**src/rtl/piso_shift_tx.sv**
```systemverilog
// piso_shift_tx
// Parallel-in, serial-out transmitter. A word is accepted over a valid/ready
// handshake and then shifted out one bit per clock. A shift-enable strobe
// accompanies the data so that a receiving shift register on the same clock
// can capture the word.
//
// Ports:
//   i_clk    system clock, rising edge
//   i_rst    asynchronous reset, active low
//   i_data   parallel word to transmit
//   i_valid  i_data / i_right valid this cycle
//   i_right  1 = MSB first, 0 = LSB first (sampled only at accept)
//   o_ready  block can accept a word this cycle
//   o_sd     serial data bit
//   o_sv     shift-enable strobe, o_sd meaningful while high
//   o_busy   word in flight (SHIFT or DONE)
//   o_done   one-cycle pulse after the last bit
//
// state | meaning
// IDLE  | waiting for a word, o_ready high
// SHIFT | driving one bit per cycle for WIDTH cycles, o_sv high
// DONE  | single-cycle completion pulse on o_done

module piso_shift_tx #(
  parameter int WIDTH = 4
) (
  input  logic             i_clk,
  input  logic             i_rst,
  input  logic [WIDTH-1:0] i_data,
  input  logic             i_valid,
  input  logic             i_right,
  output logic             o_ready,
  output logic             o_sd,
  output logic             o_sv,
  output logic             o_busy,
  output logic             o_done
);

  localparam int CW = (WIDTH > 1) ? $clog2(WIDTH) : 1;

  typedef enum logic [1:0] {
    S_IDLE  = 2'd0,
    S_SHIFT = 2'd1,
    S_DONE  = 2'd2
  } state_t;

  state_t           r_state;
  logic [WIDTH-1:0] r_shreg;
  logic [CW-1:0]    r_cnt;
  logic             r_right;

  always_ff @(posedge i_clk or negedge i_rst) begin
    if (!i_rst) begin
      r_state <= S_IDLE;
      r_shreg <= '0;
      r_cnt   <= '0;
      r_right <= 1'b0;
    end else begin
      case (r_state)
        S_IDLE: begin
          if (i_valid) begin
            r_shreg <= i_data;
            r_right <= i_right;
            r_cnt   <= CW'(WIDTH - 1);
            r_state <= S_SHIFT;
          end
        end
        S_SHIFT: begin
          // The outgoing bit always sits at the end selected by r_right;
          // zeros are shifted in behind it.
          if (r_right) begin
            r_shreg <= {r_shreg[WIDTH-2:0], 1'b0};
          end else begin
            r_shreg <= {1'b0, r_shreg[WIDTH-1:1]};
          end
          // Counter holds at zero on the last bit so it never leaves 0..WIDTH-1.
          if (r_cnt == '0) begin
            r_state <= S_DONE;
          end else begin
            r_cnt <= r_cnt - 1'b1;
          end
        end
        S_DONE: begin
          r_state <= S_IDLE;
        end
        default: begin
          r_state <= S_IDLE;
        end
      endcase
    end
  end

  // All outputs decode registered state only.
  logic w_shift;
  assign w_shift = (r_state == S_SHIFT);

  assign o_ready = (r_state == S_IDLE);
  assign o_sv    = w_shift;
  assign o_busy  = (r_state == S_SHIFT) || (r_state == S_DONE);
  assign o_done  = (r_state == S_DONE);
  assign o_sd    = w_shift & (r_right ? r_shreg[WIDTH-1] : r_shreg[0]);

endmodule

```
**config.mk**
```make
export PLATFORM = sky130hd
export DESIGN_NAME = piso_shift_tx
export DESIGN_NICKNAME = d
export VERILOG_FILES = /design/src/rtl/piso_shift_tx.sv
export SDC_FILE = /design/constraint.sdc
export NUM_CORES = 1
export LEC_CHECK = 0
export ABC_AREA = 1
export BUFFER_PORTS_ARGS = -buffer_cell sky130_fd_sc_hd__buf_2
export CORE_MARGIN = 2
export CORE_UTILIZATION = 30
export CTS_BUF_LIST = sky130_fd_sc_hd__clkbuf_8
export DETAILED_ROUTE_END_ITERATION = 8
export GPL_TIMING_DRIVEN = 0
export SETUP_SLACK_MARGIN = 0.5
export SYNTH_ARGS = -nofsm -noshare
export SYNTH_HDL_FRONTEND = slang
export SYNTH_SLANG_ARGS = --single-unit
```
**constraint.sdc**
```tcl
create_clock -name i_clk -period 2.3 [get_ports i_clk]
set_input_delay 0.69 -clock i_clk [delete_from_list [all_inputs] [get_ports i_clk]]
set_output_delay 0.69 -clock i_clk [all_outputs]
set_load 0.01 [all_outputs]
```
* Word level (Yosys, flattened, before mapping)
Index checks and enable logic that the tools add are counted.
** Storage, ports and cells
- Bits in registers :: 9
- Bits of input ports :: 8
- Output and inout bits :: 5
- Word-level logic and storage cells :: 29
** Operators by class
- $add $sub $neg :: 1
- Equality and inequality tests :: 5
- Muxes and demuxes :: 10
- Bitwise operators :: 1
- Reductions and logical operators :: 8
** Operator list (count)
- 2-bit 2-to-1 mux :: 4
- 4-bit 2-to-1 mux :: 2
- 2-bit one-hot mux with 2 select lines :: 2
- 4-bit one-hot mux with 2 select lines :: 1
- 2-bit AND reduction :: 3
- 2-bit logical NOT :: 2
- 2-bit != test (second input constant) :: 2
- 3-bit AND reduction :: 1
- 2-bit by 1-bit == test with 1-bit output (second input constant) :: 1
- 2-bit == test (second input constant) :: 1
- 2-bit by 1-bit != test with 1-bit output (second input constant) :: 1
- 2-bit nonzero test :: 1
- 2-bit by 1-bit subtractor with 2-bit output (second input constant) :: 1
- 1-bit AND :: 1
- 1-bit logical OR :: 1
- 1-bit 2-to-1 mux :: 1

* Depth between registers and ports, before layout
- Depth after elaboration :: 3
- Mapped depth :: 8

* Worst setup path before layout
No wires, ideal clock.
- Path kind :: reg2out
- From :: register r_state[1]
- To :: output port o_sd
- Data arrival time :: 1.041 ns
- Setup slack :: 0.569 ns
- Cell stages (with the launch flop) :: 6
- Cells stage by stage :: dfrtp_1 > inv_1 > ha_1 > buf_6 > o21ai_0 > a21oi_1
** On the way
- Cells in the longest elaborated chain, start to end :: 2
** RTL lines
- start, declared :: RTL line 47 : state_t r_state;
- start signal, assigned :: RTL line 54 : r_state <= S_IDLE;
- start signal, assigned :: RTL line 65 : r_state <= S_SHIFT;
- start signal, assigned :: RTL line 78 : r_state <= S_DONE;
- 2-bit by 1-bit == test with 1-bit output :: RTL line 95 : assign w_shift = (r_state == S_SHIFT);
- 1-bit AND :: RTL line 101 : assign o_sd = w_shift & (r_right ? r_shreg[WIDTH-1] : r_shreg[0]);
- end, declared :: RTL line 33 : output logic o_sd,
No other way between the ends.

* Worst setup path in the final report
- From :: register r_state[1]
- To :: output port o_busy
** On the way
- Cells in the longest elaborated chain, start to end :: 2
- Elaborated cells on any way between the ends :: 3
** RTL lines
- 2-bit by 1-bit == test with 1-bit output / 2-bit == test (equally long branches) :: RTL line 99 : assign o_busy = (r_state == S_SHIFT) || (r_state == S_DONE);
- 1-bit logical OR (*) :: RTL line 99
- end, declared :: RTL line 35 : output logic o_busy,
Mark *: on every way between the ends. The rest lies on a longest branch, timed or not.

==> results by group <==
Worst hold path
  • Worst min path class: input pin to async pin

Clocking
  • CTS H-Tree Depth: 1
  • Clock transition at path regs: 50 ps
  • Clock buffer depth: 2
  • TritonCTS clock tree: done
  • Clock sinks: 9
  • Worst-Skew Late Latency: 230 ps
  • Hold_buf cts: 0
  • Num CTS Buffers: 3
  • Clock Tree Root: clkbuf_8

Critical path
  • RR Endpoint: r_shreg[2]$_DFFE_PN0P_
  • FF-to-FF path depth: 7
  • Flop-to-flop setup slack: 960 ps
  • Worst r2r src: r_state[1]$_DFFE_PN0P_
  • Worst Setup Start Kind: register
  • Crit path required time: 1610 ps
  • CP Data Arrival Time: 1230 ps
  • CP Class: register to primary output
  • Maximum fanout along the worst path: 3
  • Endpoint type of the worst setup path: primary output

Timing
  • Fin. max-slew vios: 0
  • Pin slew with the least headroom to its limit: 252 ps
  • Fin Clk Skew: 3.53 ps
  • Final Hold Fails: 0
  • Fin crit share: 83.3%
  • Minimum clock period: 1920 ps
  • Min Hold Slack: 301 ps
  • Total Negative Setup Slacks: 0 ps
  • Slew headroom: 83.2%
  • RSZ-0062 raised after global routing: true
  • Setup violations, final: 0
  • FMAX: 522 MHz

GRT
  • Largest net degree at the start of global routing: 10
  • First-pass GRT wire length: 2340 um
  • Total track usage: 13.0%
  • Vias in the first global route: 543
  • GRT overflow: 0
  • Initial antenna violation count: 0

Route
  • Vias: 570
  • Total Routed Length: 1310 um
  • Final ANT Viol Nets: 0
  • Vias per cell: 4.38
  • Drt drc: 0
  • Detailed Routing Iterations Pass 1: 4
  • Routed WL per cell: 10.1 um
  • Starting DRT DRC Count: 17

Finish
  • Ant diodes: 0
  • Layout Area Growth over Synthesis: 33.1%
  • Share of cells above drive strength 1: 31.1%
  • Filler cells: 204
  • Nets: 118

Synth
  • Post-synthesis mux area share: 0%
  • Leading post-synthesis cells by instance count: 24 x nand2_1, 15 x inv_1, 9 x dfrtp_1
  • Asr flop ratio synth: 100%
  • Synthesized-area fraction occupied by and/or/nand/nor cells: 24.5%
  • Adder-Cell Fraction of Synth Area: 12.6%
  • Top-count cell post-synth: nand2_1
  • Synth Area in Compound Gates: 12.1%
  • Top_reg_cell synth: dfrtp_1
  • Cell taking the most area after synthesis: dfrtp_1
  • Synth top area share: 37.7%
  • Cells after synthesis: 83
  • Largest cells by area after synthesis: dfrtp_1 38%, nand2_1 15%, ha_1 13%
  • Yosys warnings: 0
  • Yosys cell types: 13
  • Netlist area before placement: 598 um2
  • XOR/XNOR share of the synthesized area: 0%
  • Number of synthesized flops with an enable pin: 0
  • Largest family of logic cells by synthesized area: simple AND/OR/NAND/NOR gates
  • Seq cells post-synth: 9
  • Post-Syn Area per Cell: 7.21 um2
  • Seq/Total Area, Yosys: 37.7%
  • Mapped Nets: 97

Power and ir drop
  • Maximum VDD drop: 0.691 mV
  • Power Dens Cells: 1450 mW/mm2
  • Static Leakage: 0.000448 uW

Place
  • Gpl congestion: 0.755
  • HPWL after detailed placement: 907 um
  • I/O Buffers: 12

Die
  • Starting density of the core: 31.1%
  • DIE HEIGHT: 48.7 um
  • # rows: 16
  • IO Pins: 13
  • Core box area: 0.00192 mm2
  • Die area: 0.00237 mm2
  • Chip Width: 48.7 um

Run
  • Max-cap viol count: 0

Status
  • Status: finished, final reports clean
-- final cells by class --
cell class	instances	area (um2)	area share, %
Timing Repair Buffer	16	96.3	12.1
Sequential cell	9	226	28.5
Clock buffer	3	41.3	5.19
Buffer	1	11.3	1.42
Inverter	18	67.6	8.49
Multi-Input combinational cell	55	315	39.6
Clock inverter	1	3.75	0.472
Tap cell	27	33.8	4.25
-- power by group --
| part | switching [uW] | internal, uW | total [uW] |
|---|---|---|---|
| clock network | 64.3 | 116 | 181 |
| registers | 68.6 | 243 | 312 |
| logic | 383 | 280 | 663 |
-- worst max-delay path by stage --
stage / cells past startpoint / end / startpoint / slack, ps
global route: 6 / o_sd / r_state[1]$_DFFE_PN0P_ / 340
detailed placement: 6 / o_sd / r_state[1]$_DFFE_PN0P_ / 430
floorplan: 5 / o_sd / r_state[1]$_DFFE_PN0P_ / 570
global placement: 6 / o_sd / r_state[1]$_DFFE_PN0P_ / 470
finish: 4 / o_busy / r_state[1]$_DFFE_PN0P_ / 380
CTS: 6 / o_sd / r_state[1]$_DFFE_PN0P_ / 400
-- registers in the layout (all words and copies together), names as in the netlist --
name	flops
r_state	2
r_cnt	2
r_right	1
r_shreg	4
-- per-stage QoR --
stage	cells	area [um2]	worst slack, ps	power, uW	util (%)
6_report	130	796	384	1160	41.4
5_1_grt	130	796	342	1280	41.4
4_1_cts	129	778	401	1140	40.5
3_5_place_dp	122	692	435	883	36.0
3_3_place_gp	122	692	467	866	36.0
2_1_floorplan	83	598	569	739	-
-- cells by family after synthesis --
group / Yosys count
AND/OR/NAND/NOR: 36
AO/OA/AOI/OAI: 13
buffers and inverters: 19
flip-flops: 9
adder cells (fa/ha/maj): 6
-- routing by layer --
| layer | vias up | routed length (um) | global-route usage, % |
|---|---|---|---|
| met5 | - | 0 | 0 |
| met4 | 0 | 23 | 4.76 |
| met3 | 2 | 103 | 5.86 |
| met2 | 19 | 626 | 21.0 |
| met1 | 255 | 561 | 15.1 |
| li1 | 294 | - | - |
-- what timing repair did --
item                                    CTS  global route
gates resized for setup                   6             3
pin swaps                                 0             0
setup buffers                             3             1
endpoints found under the setup margin    4             5
-- worst max-delay path: stages (launching register included) --
cell     delay (ps)
dfrtp_1         360
inv_2            60
buf_4           140
ha_1            290
buf_2           150
-- cell usage in the layout, fill, tap and decap left out, drive strengths merged --
| cell type | count |
|---|---|
| dfrtp | 9 |
| ha | 6 |
| nor2 | 7 |
| a21oi | 4 |
| inv | 19 |
| nand3 | 5 |
| nand2 | 24 |
| buf | 17 |
| o21ai | 9 |
| clkbuf | 3 |
(Power assumes the default switching activity.)
